`config.mk`:
```
export PLATFORM = sky130hd
export DESIGN_NAME = mc_sequencer
export DESIGN_NICKNAME = d
export VERILOG_FILES = /design/src/rtl/mc_sequencer_pkg.sv /design/src/rtl/mc_sequencer_mem_wait_timer.sv /design/src/rtl/mc_sequencer.sv
export SDC_FILE = /design/constraint.sdc
export NUM_CORES = 1
export LEC_CHECK = 0
export ABC_AREA = 1
export CAP_MARGIN = 20
export CORE_MARGIN = 2
export CORE_UTILIZATION = 56
export CTS_CLUSTER_SIZE = 25
export DETAILED_ROUTE_END_ITERATION = 6
export GPL_ROUTABILITY_DRIVEN = 0
export PLACE_DENSITY_LB_ADDON = 0.15
export SETUP_SLACK_MARGIN = 0.02
export SYNTH_ARGS = -nofsm -noshare
export SYNTH_HDL_FRONTEND = slang
export SYNTH_SLANG_ARGS = --single-unit
```
`constraint.sdc`:
```
create_clock -name clk -period 2.99 [get_ports clk]
set_clock_uncertainty 0.15 [all_clocks]
set_input_delay 0.299 -clock clk [delete_from_list [all_inputs] [get_ports clk]]
set_output_delay 0.299 -clock clk [all_outputs]
set_load 0.05 [all_outputs]
```
`src/rtl/mc_sequencer_pkg.sv`:
```
// Shared definitions for the multi-cycle sequencer and the RV32I Controller.
// Holds the state encodings, opcode constants, trap cause codes and the opcode classifier.
package mc_sequencer_pkg;

    // Sequencer state encodings. Values 5 and 6 are never entered on purpose.
    localparam logic [2:0] ST_FETCH  = 3'd0;
    localparam logic [2:0] ST_DECODE = 3'd1;
    localparam logic [2:0] ST_EXEC   = 3'd2;
    localparam logic [2:0] ST_MEM    = 3'd3;
    localparam logic [2:0] ST_WB     = 3'd4;
    localparam logic [2:0] ST_HALT   = 3'd7;

    // RV32I major opcodes (inst[6:0]).
    localparam logic [6:0] OP_ALU_R  = 7'b0110011;
    localparam logic [6:0] OP_ALU_I  = 7'b0010011;
    localparam logic [6:0] OP_LUI    = 7'b0110111;
    localparam logic [6:0] OP_AUIPC  = 7'b0010111;
    localparam logic [6:0] OP_JAL    = 7'b1101111;
    localparam logic [6:0] OP_JALR   = 7'b1100111;
    localparam logic [6:0] OP_BRANCH = 7'b1100011;
    localparam logic [6:0] OP_LOAD   = 7'b0000011;
    localparam logic [6:0] OP_STORE  = 7'b0100011;
    localparam logic [6:0] OP_SYSTEM = 7'b1110011;
    localparam logic [6:0] OP_FENCE  = 7'b0001111;

    // Trap cause codes reported on trap_cause.
    localparam logic [1:0] TRAP_NONE    = 2'b00;
    localparam logic [1:0] TRAP_ENV     = 2'b01;
    localparam logic [1:0] TRAP_ILLEGAL = 2'b10;
    localparam logic [1:0] TRAP_TIMEOUT = 2'b11;

    // Instruction classes that determine the state walk.
    typedef enum logic [3:0] {
        CLS_ALU,
        CLS_UPPER,
        CLS_JUMP,
        CLS_BRANCH,
        CLS_LOAD,
        CLS_STORE,
        CLS_SYSTEM,
        CLS_FENCE,
        CLS_ILLEGAL
    } op_class_t;

    // Map a major opcode onto its sequencing class; anything unknown is illegal.
    function automatic op_class_t classify(input logic [6:0] op);
        case (op)
            OP_ALU_R, OP_ALU_I: return CLS_ALU;
            OP_LUI, OP_AUIPC:   return CLS_UPPER;
            OP_JAL, OP_JALR:    return CLS_JUMP;
            OP_BRANCH:          return CLS_BRANCH;
            OP_LOAD:            return CLS_LOAD;
            OP_STORE:           return CLS_STORE;
            OP_SYSTEM:          return CLS_SYSTEM;
            OP_FENCE:           return CLS_FENCE;
            default:            return CLS_ILLEGAL;
        endcase
    endfunction

endpackage

```
`src/rtl/mc_sequencer_mem_wait_timer.sv`:
```
// Wait-state counter shared by the instruction and data memory handshakes.
// Counts cycles spent with a request outstanding and no ready, and flags the
// cycle in which one more unanswered cycle would reach the timeout limit.
module mem_wait_timer #(
    parameter int TIMEOUT_CYCLES = 255
) (
    input  logic clk,
    input  logic reset,
    input  logic req,
    input  logic ready,
    input  logic clr,
    output logic expired
);

    localparam int CW = (TIMEOUT_CYCLES > 1) ? $clog2(TIMEOUT_CYCLES) : 1;
    localparam logic [CW-1:0] LAST = (TIMEOUT_CYCLES > 0) ? CW'(TIMEOUT_CYCLES - 1) : '0;

    logic [CW-1:0] count_reg;

    // Count unanswered request cycles; any ready, idle or state change restarts from zero.
    always_ff @(posedge clk or negedge reset) begin
        if (!reset) begin
            count_reg <= '0;
        end else if (clr || !req || ready) begin
            count_reg <= '0;
        end else begin
            count_reg <= count_reg + 1'b1;
        end
    end

    // This cycle is the TIMEOUT_CYCLES-th unanswered one; a limit of 0 never fires.
    assign expired = (TIMEOUT_CYCLES != 0) && req && !ready && (count_reg == LAST);

endmodule

```
`src/rtl/mc_sequencer.sv`:
```
// Multi-cycle control sequencer for the RV32I core: walks the datapath through
// FETCH/DECODE/EXEC/MEM/WB, drives register-write enables and memory requests,
// traps into an absorbing HALT state and counts retired instructions.
module mc_sequencer
    import mc_sequencer_pkg::*;
#(
    parameter int TIMEOUT_CYCLES = 255,
    parameter int INSTRET_W      = 32
) (
    input  logic                 clk,
    input  logic                 reset,
    input  logic [6:0]           opcode,
    input  logic [2:0]           funct3,
    input  logic                 imem_ready,
    input  logic                 dmem_ready,
    output logic                 imem_req,
    output logic                 dmem_req,
    output logic                 dmem_we,
    output logic                 ir_we,
    output logic                 opr_we,
    output logic                 alu_we,
    output logic                 pc_we,
    output logic                 rf_we_en,
    output logic                 retire,
    output logic                 halted,
    output logic [1:0]           trap_cause,
    output logic [2:0]           state,
    output logic [INSTRET_W-1:0] instret
);

    logic [2:0]           state_reg, state_next;
    logic [1:0]           trap_reg, trap_next;
    logic [INSTRET_W-1:0] instret_reg;

    logic imem_req_next, ir_we_next;
    logic timer_req, timer_ready, timer_clr, timer_expired;

    op_class_t op_class;
    logic      is_env, is_nop;

    assign op_class = classify(opcode);
    assign is_env   = (op_class == CLS_SYSTEM) && (funct3 == 3'b000);
    assign is_nop   = (op_class == CLS_FENCE) || ((op_class == CLS_SYSTEM) && (funct3 != 3'b000));

    // The single timer watches whichever memory is currently being requested.
    assign timer_req   = (state_reg == ST_FETCH) || (state_reg == ST_MEM);
    assign timer_ready = (state_reg == ST_FETCH) ? imem_ready : dmem_ready;
    assign timer_clr   = (state_next != state_reg);

    mem_wait_timer #(
        .TIMEOUT_CYCLES(TIMEOUT_CYCLES)
    ) u_wait_timer (
        .clk    (clk),
        .reset  (reset),
        .req    (timer_req),
        .ready  (timer_ready),
        .clr    (timer_clr),
        .expired(timer_expired)
    );

    // Next-state decode plus per-state strobes; strobes are Moore except the ready-qualified ones.
    always_comb begin
        state_next    = state_reg;
        trap_next     = trap_reg;
        imem_req_next = 1'b0;
        ir_we_next    = 1'b0;
        dmem_req      = 1'b0;
        dmem_we       = 1'b0;
        opr_we        = 1'b0;
        alu_we        = 1'b0;
        pc_we         = 1'b0;
        rf_we_en      = 1'b0;
        retire        = 1'b0;
        case (state_reg)
            ST_FETCH: begin
                imem_req_next = 1'b1;
                if (imem_ready) begin
                    ir_we_next = 1'b1;
                    state_next = ST_DECODE;
                end else if (timer_expired) begin
                    state_next = ST_HALT;
                    trap_next  = TRAP_TIMEOUT;
                end
            end
            ST_DECODE: begin
                opr_we = 1'b1;
                if (op_class == CLS_ILLEGAL) begin
                    state_next = ST_HALT;
                    trap_next  = TRAP_ILLEGAL;
                end else if (is_env) begin
                    state_next = ST_HALT;
                    trap_next  = TRAP_ENV;
                end else begin
                    state_next = ST_EXEC;
                end
            end
            ST_EXEC: begin
                alu_we = 1'b1;
                if ((op_class == CLS_BRANCH) || is_nop) begin
                    pc_we      = 1'b1;
                    retire     = 1'b1;
                    state_next = ST_FETCH;
                end else if ((op_class == CLS_LOAD) || (op_class == CLS_STORE)) begin
                    state_next = ST_MEM;
                end else begin
                    state_next = ST_WB;
                end
            end
            ST_MEM: begin
                dmem_req = 1'b1;
                dmem_we  = (op_class == CLS_STORE);
                if (dmem_ready) begin
                    if (op_class == CLS_STORE) begin
                        pc_we      = 1'b1;
                        retire     = 1'b1;
                        state_next = ST_FETCH;
                    end else begin
                        state_next = ST_WB;
                    end
                end else if (timer_expired) begin
                    state_next = ST_HALT;
                    trap_next  = TRAP_TIMEOUT;
                end
            end
            ST_WB: begin
                rf_we_en   = 1'b1;
                pc_we      = 1'b1;
                retire     = 1'b1;
                state_next = ST_FETCH;
            end
            ST_HALT: begin
                state_next = ST_HALT;
            end
            default: begin
                state_next = ST_HALT;
                trap_next  = TRAP_ILLEGAL;
            end
        endcase
    end

    // The reset state is FETCH, so the fetch strobes are held off while reset is asserted.
    assign imem_req = imem_req_next && reset;
    assign ir_we    = ir_we_next && reset;

    // State, trap cause and retired-instruction counter registers.
    always_ff @(posedge clk or negedge reset) begin
        if (!reset) begin
            state_reg   <= ST_FETCH;
            trap_reg    <= TRAP_NONE;
            instret_reg <= '0;
        end else begin
            state_reg <= state_next;
            trap_reg  <= trap_next;
            if (retire) begin
                instret_reg <= instret_reg + 1'b1;
            end
        end
    end

    assign halted     = (state_reg == ST_HALT);
    assign trap_cause = trap_reg;
    assign state      = state_reg;
    assign instret    = instret_reg;

endmodule

```
==> results by stage, run 1 <==
Status:
- The flow ran to the end, and the final reports show no timing, DRC or antenna violations.

Job:
- Across the run, the number of max-cap violations was 0.

Global route:
- The number of antenna violations at the first check in global routing is 0.
- The largest net degree at the start of global routing is between 40 and 50.
- The first global-routing pass estimated about 12000 um of wire.
- The combined global-route utilization of all metal layers is ~25%.
- The global route total overflow is 0.
- The via count of the first global-routing pass is 2748.

CTS:
- Buffers inserted during clock tree synthesis total 5.
- The post-CTS setup buffer count is 0.
- After clock tree synthesis, the clock-pin slew on the worst setup and hold paths is roughly 80 ps.
- The TritonCTS sink count is 45.
- The H-tree was split into 2 levels.
- The cell at the root of the clock tree is sky130_fd_sc_hd__clkbuf_8.
- TritonCTS built the clock tree.
- At the later pin of the worst-skew pair, clock insertion delay measures approximately 300 ps.
- No sink is reached through more buffers than the 2 on the longest clock path.

Synth:
- The post-synthesis net count is approximately 440.
- The top flip-flop cell by instance count after synthesis is sky130_fd_sc_hd__dfrtp_1.
- The number of different library cells used by synthesis comes to 25.
- Summing the sequential cell areas from Yosys gives between 30% and 40% of the chip area.
- Counting every instance in the synthesized netlist gives approximately 420.
- The number of enable flip-flop cells after synthesis is 0.
- After synthesis, the mean cell area works out to around 7 sq um.
- The number of storage elements in the synthesis netlist is between 40 and 50.
- The summed instance area of the synthesized netlist is around 2900 sq um.
- The count of yosys warnings during synthesis is 0.
- The fraction of synthesis flops using an asynchronous set or reset pin is 100%.

Min path:
- The cell count of the worst hold path is 2.
- In this run the most critical hold path is launched from trap_cause[1].
- The path class of the tightest hold or removal check is register to register.
- The end of the worst hold path is trap_cause[1].

Timing:
- For the pin with the worst max-slew slack, the measured transition is around 550 ps.
- The final period utilization is between 80 and 90%.
- Setup repair after global routing left no endpoint under its margin.
- The number of max-slew violations in the final report was 0.
- Based on the critical path, the design can be clocked at up to between 300 and 400 MHz.
- The post-route minimum period is roughly 2600 ps.
- In this run the tightest slew margin relative to its limit is a little over three fifths.
- Setup violations remaining at the end of the flow were counted as 0.
- Setup total negative slack on the finished layout was measured at 0 ps.
- The final count of hold timing violations is 0.

Floorplanning:
- The number of I/O pins is between 60 and 70.
- The initial utilization of the core area, before any placement, comes to about 58%.
- From bottom edge to top edge, the die measures between 70 and 80 um.
- In this run the core area contains 26 standard-cell rows.
- The total die area is 5850 sq um.
- The die is about 77 um wide.
- The area of the placeable core is about 5000 sq um.

Cells and area:
- The repair_antennas step left the layout with diodes totalling 0.
- For this run, the post-layout net count is ~500.
- The finished layout holds 560 standard cells, fillers aside.
- The fraction of final layout cells sized beyond drive strength 1 is 7.35%.
- The filler cells instantiated in the layout total about 430.
- The most frequent standard cell in the layout excluding fill and tap cells is sky130_fd_sc_hd__nand2_1.
- In the layout the commonest cells are sky130_fd_sc_hd__nand2_1, sky130_fd_sc_hd__nor2_1, sky130_fd_sc_hd__clkdlybuf4s50_1.
- The number of flip-flops in the largest register is 32.
- The area overhead of the layout relative to synthesis is 27.8%.

Power:
- The relative contribution of combinational cells to total power is 4.0%.
- In this run the static leakage power is around 0.0018 uW.
- The final total power is ~1200 uW.
- VDD sags by at most 0.226 mV.
- For this design the total switching power over the nets is about 230 uW.
- The power per standard cell area is approximately 320 nW/um^2.
- The part of the total power dissipated in sequential elements is 51.0%.
- The clock share of power is between 40 and 50%.
- The fraction of power spent switching nets is about a fifth.
- The cell-internal power is 960 uW.

Worst setup path:
- The worst path required time is 2540 ps.
- The nature of the critical path startpoint is a primary input.
- STA classifies the critical path endpoint as an output pin.
- Data on the critical path arrives at its endpoint at roughly 2200 ps.
- Across all register-to-register paths, the minimum setup slack is just under 1000 ps.
- The largest fanout on the critical path is 5.
- The number of cells traversed by the worst register-to-register path is 8.
- The worst setup path is of the primary input to output pin kind.
- In this run the critical register-to-register path is captured at instret[7].
- The launching point of the worst reg2reg path is state[1].

Drt:
- In the detailed route, the total length drawn on met3 is 402 um.
- The count of nets left with antenna violations once routing finished came out at 0.
- The average wire length per cell after detail routing is between 10 and 15 um.
- Before antenna repair, the detailed router went through 4 iterations.
- After detailed routing, the wire length on met1 is approximately 3200 um.
- The detailed router used layers up to and including met4.
- The post-route DRC violation count is 0.
- The total wirelength of the detailed-routed design is 7000 um.
- The detailed-route via count is approximately 2800.
- The via density per instance is approximately 5.1.
- The met2 wire length is roughly 3300 um.
- After the first detailed-routing iteration, the DRC count stood at slightly below 200.

Placed design:
- Buffers placed on the I/O ports in this run total 60.
- The placed wire-length estimate is about 5400 um.
- Including well taps, the total number of placed cells is 551.
-- area by class of cell --
type                       instances  area [sq um]  area share (%)
tap                               70          87.6            2.33
timing repair buffer              63           641            17.0
inverter                          53           201            5.35
clock inverter                     3          65.1            1.73
clock buffer                       5          68.8            1.83
sequential                        45          1130            29.9
multi-input combinational        321          1570            41.8
-- worst max path at each step --
stage | end | start
after floorplan | retire | state[1]
after global placement | dmem_we | opcode[3]
after detailed placement | dmem_we | opcode[3]
after CTS | dmem_we | opcode[3]
after global routing | dmem_we | opcode[4]
final | dmem_we | opcode[3]
-- cell families after synthesis --
family | synth area share (%)
compound gates | 3.48
fa+ha+maj | 1.28
flops | 38.2
buf+inv | 8.29
xor+xnor | 10.1
simple gates | 38.6
-- routing by layer --
metal | vias up | global-route usage (%)
met5 | - | 0
met4 | 0 | 6.00
li1 | 1447 | -
met2 | 94 | 42.0
met1 | 1296 | 34.7
met3 | 10 | 5.21
-- synthesized netlist by cell type (all sizes together), types with 3 or more instances --
library cell	count	area, sq um
nand3	27	135
nor2	74	303
nand3b	3	22.5
o21ai	18	90.1
dfrtp	45	1130
inv	53	201
xor2	24	210
nand2	137	547
ha	3	37.5
nand4	6	37.5
nor3	16	85.1
buf	5	42.5
xnor2	10	87.6
-- power groups by stage --
stage          logic, uW  clock network, uW  registers, uW
2_1_floorplan       11.9                  0            620
3_3_place_gp        45.8                  0            620
3_5_place_dp        47.1                  0            620
4_1_cts             48.4                547            608
5_1_grt             55.1                568            608
6_report            47.3                536            608
-- repair_timing --
item,CTS,global route
resized for setup,0,0
hold buffers,1,0
endpoints found under the hold margin,45,0
-- through the flow --
stage / utilization, % / area (sq um) / setup slack [ps] / hold WS [ps]
2_1_floorplan: - / 2940 / 135 / -147
3_3_place_gp: 71.3 / 3620 / 453 / 280
3_5_place_dp: 71.3 / 3620 / 382 / 282
4_1_cts: 74.2 / 3760 / 384 / 346
5_1_grt: 74.2 / 3760 / 239 / 352
6_report: 74.2 / 3760 / 389 / 343
-- critical path, cell delays in order --
cell,delay [ps]
sky130_fd_sc_hd__clkdlybuf4s50_1,490
sky130_fd_sc_hd__nor2_2,210
sky130_fd_sc_hd__nand4_1,210
sky130_fd_sc_hd__nor2_1,130
sky130_fd_sc_hd__clkdlybuf4s50_1,800
(Power assumes the default switching activity.)
==> run 2: changes to the inputs <==
CORE_ASPECT_RATIO = 0.9   (was not set)
CORE_MARGIN = not set   (was 2)
==> run 2 against run 1 <==
Net effect:
- clock power is 31% lower
- setup slack worse by 51 ps
- hold slack worse by 15 ps
- non-clock buffer count stayed put
- die area is 5.1% lower
- power is 14% lower
- via count is 1.4% higher
- clock-buffer cell count stayed put
- core utilization is 0.71 points higher
- critical path depth is 1 lower
- combinational power is 1% higher
- critical endpoint is now ir_we
- largest cell class unchanged
==> results by stage, run 2 (same netlist as run 1, synthesis figures left out) <==
Cells and area:
- The final-stage net count is roughly 510.
- 0 antenna diodes ended up in the layout.
- The area overhead of the layout relative to synthesis is 26.0%.
- The cell area after layout is between 3000 and 4000 sq um.
- Of the cells placed in the final design, the portion with a size suffix greater than 1 is between 7 and 8%.
- Leaving out fill and tap cells, the most frequent cells in the layout are sky130_fd_sc_hd__nand2_1, sky130_fd_sc_hd__nor2_1, sky130_fd_sc_hd__clkdlybuf4s50_1.
- The number of flip-flops in the largest register is 32.
- The number of standard cells in the layout, taps in and fillers out is roughly 560.
- The most frequent standard cell in the layout excluding fill and tap cells is sky130_fd_sc_hd__nand2_1.

CTS:
- The number of CTS-inserted buffers is 5.
- The post-CTS setup buffer count is 0.
- CTS built an H-tree with a depth of 2.
- The quantity of gates resized following cts is 0.
- The cell at the root of the clock tree is sky130_fd_sc_hd__clkbuf_8.
- TritonCTS built the clock tree.
- The clock latency reported for the late side of the worst-skew pair is ~300 ps.
- The clock passes through at most 2 buffers.
- The clock-pin slew on the worst setup and hold paths is 80 ps.
- For this design, the sink count on the clock tree is between 40 and 50.

Worst setup path:
- STA puts the critical path data arrival time at 2200 ps.
- The largest fanout on the critical path is 7.
- The worst setup path is captured at an output pin.
- For the worst setup path, the data required time is about 2500 ps.
- The worst setup path is launched from a register.
- The critical path in this run is classified as register to output pin.

Drt:
- The final route contains a little under 3000 vias.
- In this run, the number of DRC markers left after iteration 0 of detailed routing was 181.
- The met2 wire length is between 3000 and 4000 um.
- Before antenna repair, the detailed router went through 4 iterations.
- Wires add up to just under 7000 um.
- The average wire length per cell after detail routing is 12.5 um.
- The highest signal layer in the routed design is met4.
- The number of antenna-violating nets in the routed design is 0.
- The wire length on met3 is between 400 and 500 um.
- The routed length on met1 is 3170 um.
- After detailed routing, the number of remaining DRC violations is 0.
- After detailed routing, the number of vias per cell comes to between 5 and 6.

Floorplanning:
- The total number of placement rows is 24.
- The area of the placeable core is roughly 5000 sq um.
- Once the floorplan was initialized, standard cells occupied a little under 60% of the core.
- The vertical die dimension is about 71 um.
- 61 I/O pins were placed.
- The die covers 5550 sq um.
- Measured along the x axis, the die boundary spans ~78 um.

Placed design:
- Detailed placement finished with a half-perimeter wire length of between 5000 and 6000 um.
- The total placed cells including tap cells is approximately 550.
- In this run the tool buffered the top-level ports with 60 buffer cells.
- Summing all placed instances gives a cell area of approximately 3600 sq um.

Global route:
- The first global-routing pass estimated about 12000 um of wire.
- The via count of the first global-routing pass came to around 2600.
- The largest net degree at the start of global routing is 46.
- The total overflow left after global routing is 0.
- The number of antenna violations at the first check in global routing is 0.
- The combined global-route utilization of all metal layers is between 20% and 30%.

Timing:
- Setup repair after global routing left no endpoint under its margin.
- Setup violations remaining at the end of the flow were counted as 0.
- The final period utilization is between 80% and 90%.
- The final count of hold timing violations was 0.
- For the final routed database, the setup TNS stands at 0 ps.
- Headroom to the max-slew limit came out at 62.1%.
- The clock period could shrink to between 2000 and 3000 ps.
- At the pin with the least slew margin, the transition time is 569 ps.
- The number of max-slew violations in the final report is 0.
- The top achievable clock speed is roughly 380 MHz.

Min path:
- The class of the tightest hold or removal check is register to register.

Power:
- The static power due to leakage is roughly 0.0018 uW.
- The power per standard cell area is between 200 and 300 nW/um^2.
- The final total power is around 1000 uW.
- Across the VDD grid, the largest voltage drop is around 0.33 mV.

Status:
- The run finished with clean final reports.

Job:
- Across the run, the number of max-cap violations was 0.
-- run 2: cell types whose count changed in the layout (fill, tap and decap cells not counted) --
cell                         delta
sky130_fd_sc_hd__bufinv_16      -2
sky130_fd_sc_hd__clkinvlp_4     +1
sky130_fd_sc_hd__clkinv_2       +1
-- run 2: area by class of cell --
| type | count | area (sq um) |
|---|---|---|
| fillers | 404 | 1240 |
| flip-flops and latches | 45 | 1130 |
| repair buffers | 63 | 641 |
| inverters | 53 | 201 |
| clock inverters | 3 | 17.5 |
| well taps | 65 | 81.3 |
| multi-input cells | 321 | 1570 |
| clock buffers | 5 | 68.8 |
-- run 2: worst paths after layout --
kind	from	end	slack, ps	cells past startpoint
max in group asynchronous	reset	instret[11]	1820	3
worst max-delay path	state[1]	ir_we	340	4
min in group asynchronous	reset	instret[5]	490	3
worst max register to register	state[1]	instret[25]	930	8
worst min register to register	trap_cause[0]	trap_cause[0]	330	2
worst min-delay path	trap_cause[0]	trap_cause[0]	330	2
-- run 2: power by group --
| part | total [uW] | internal [uW] | switching (uW) |
|---|---|---|---|
| clock network | 369 | 161 | 208 |
| registers | 608 | 608 | 0 |
| logic | 47.8 | 20.4 | 27.3 |
| total | 1020 | 790 | 235 |
-- run 2: critical path: stages, from the launching register on --
cell and delay [ps]:
sky130_fd_sc_hd__dfrtp_1 470, sky130_fd_sc_hd__nor2_1 250, sky130_fd_sc_hd__nand3_1 200, sky130_fd_sc_hd__nor2_1 150, sky130_fd_sc_hd__clkdlybuf4s50_1 840
-- run 2: metrics by stage --
| stage | util, % | worst slack (ps) | hold slack [ps] |
|---|---|---|---|
| after floorplan | - | 135 | -147 |
| after global placement | 72.9 | 433 | 298 |
| after detailed placement | 72.9 | 360 | 298 |
| after CTS | 74.9 | 333 | 331 |
| after global routing | 74.9 | 199 | 354 |
| final | 74.9 | 337 | 328 |
-- run 2: repair_timing --
action | 4_1_cts | 5_1_grt
hold buffers | 1 | 0
setup endpoints to repair | 0 | 0
endpoints found under the hold margin | 45 | 0
-- run 2: routing by layer --
| metal | track usage (%) | vias to the layer above |
|---|---|---|
| met1 | 38.8 | 1312 |
| met5 | 0 | - |
| met3 | 4.39 | 4 |
| li1 | - | 1439 |
| met4 | 6.58 | 0 |
| met2 | 42.4 | 131 |
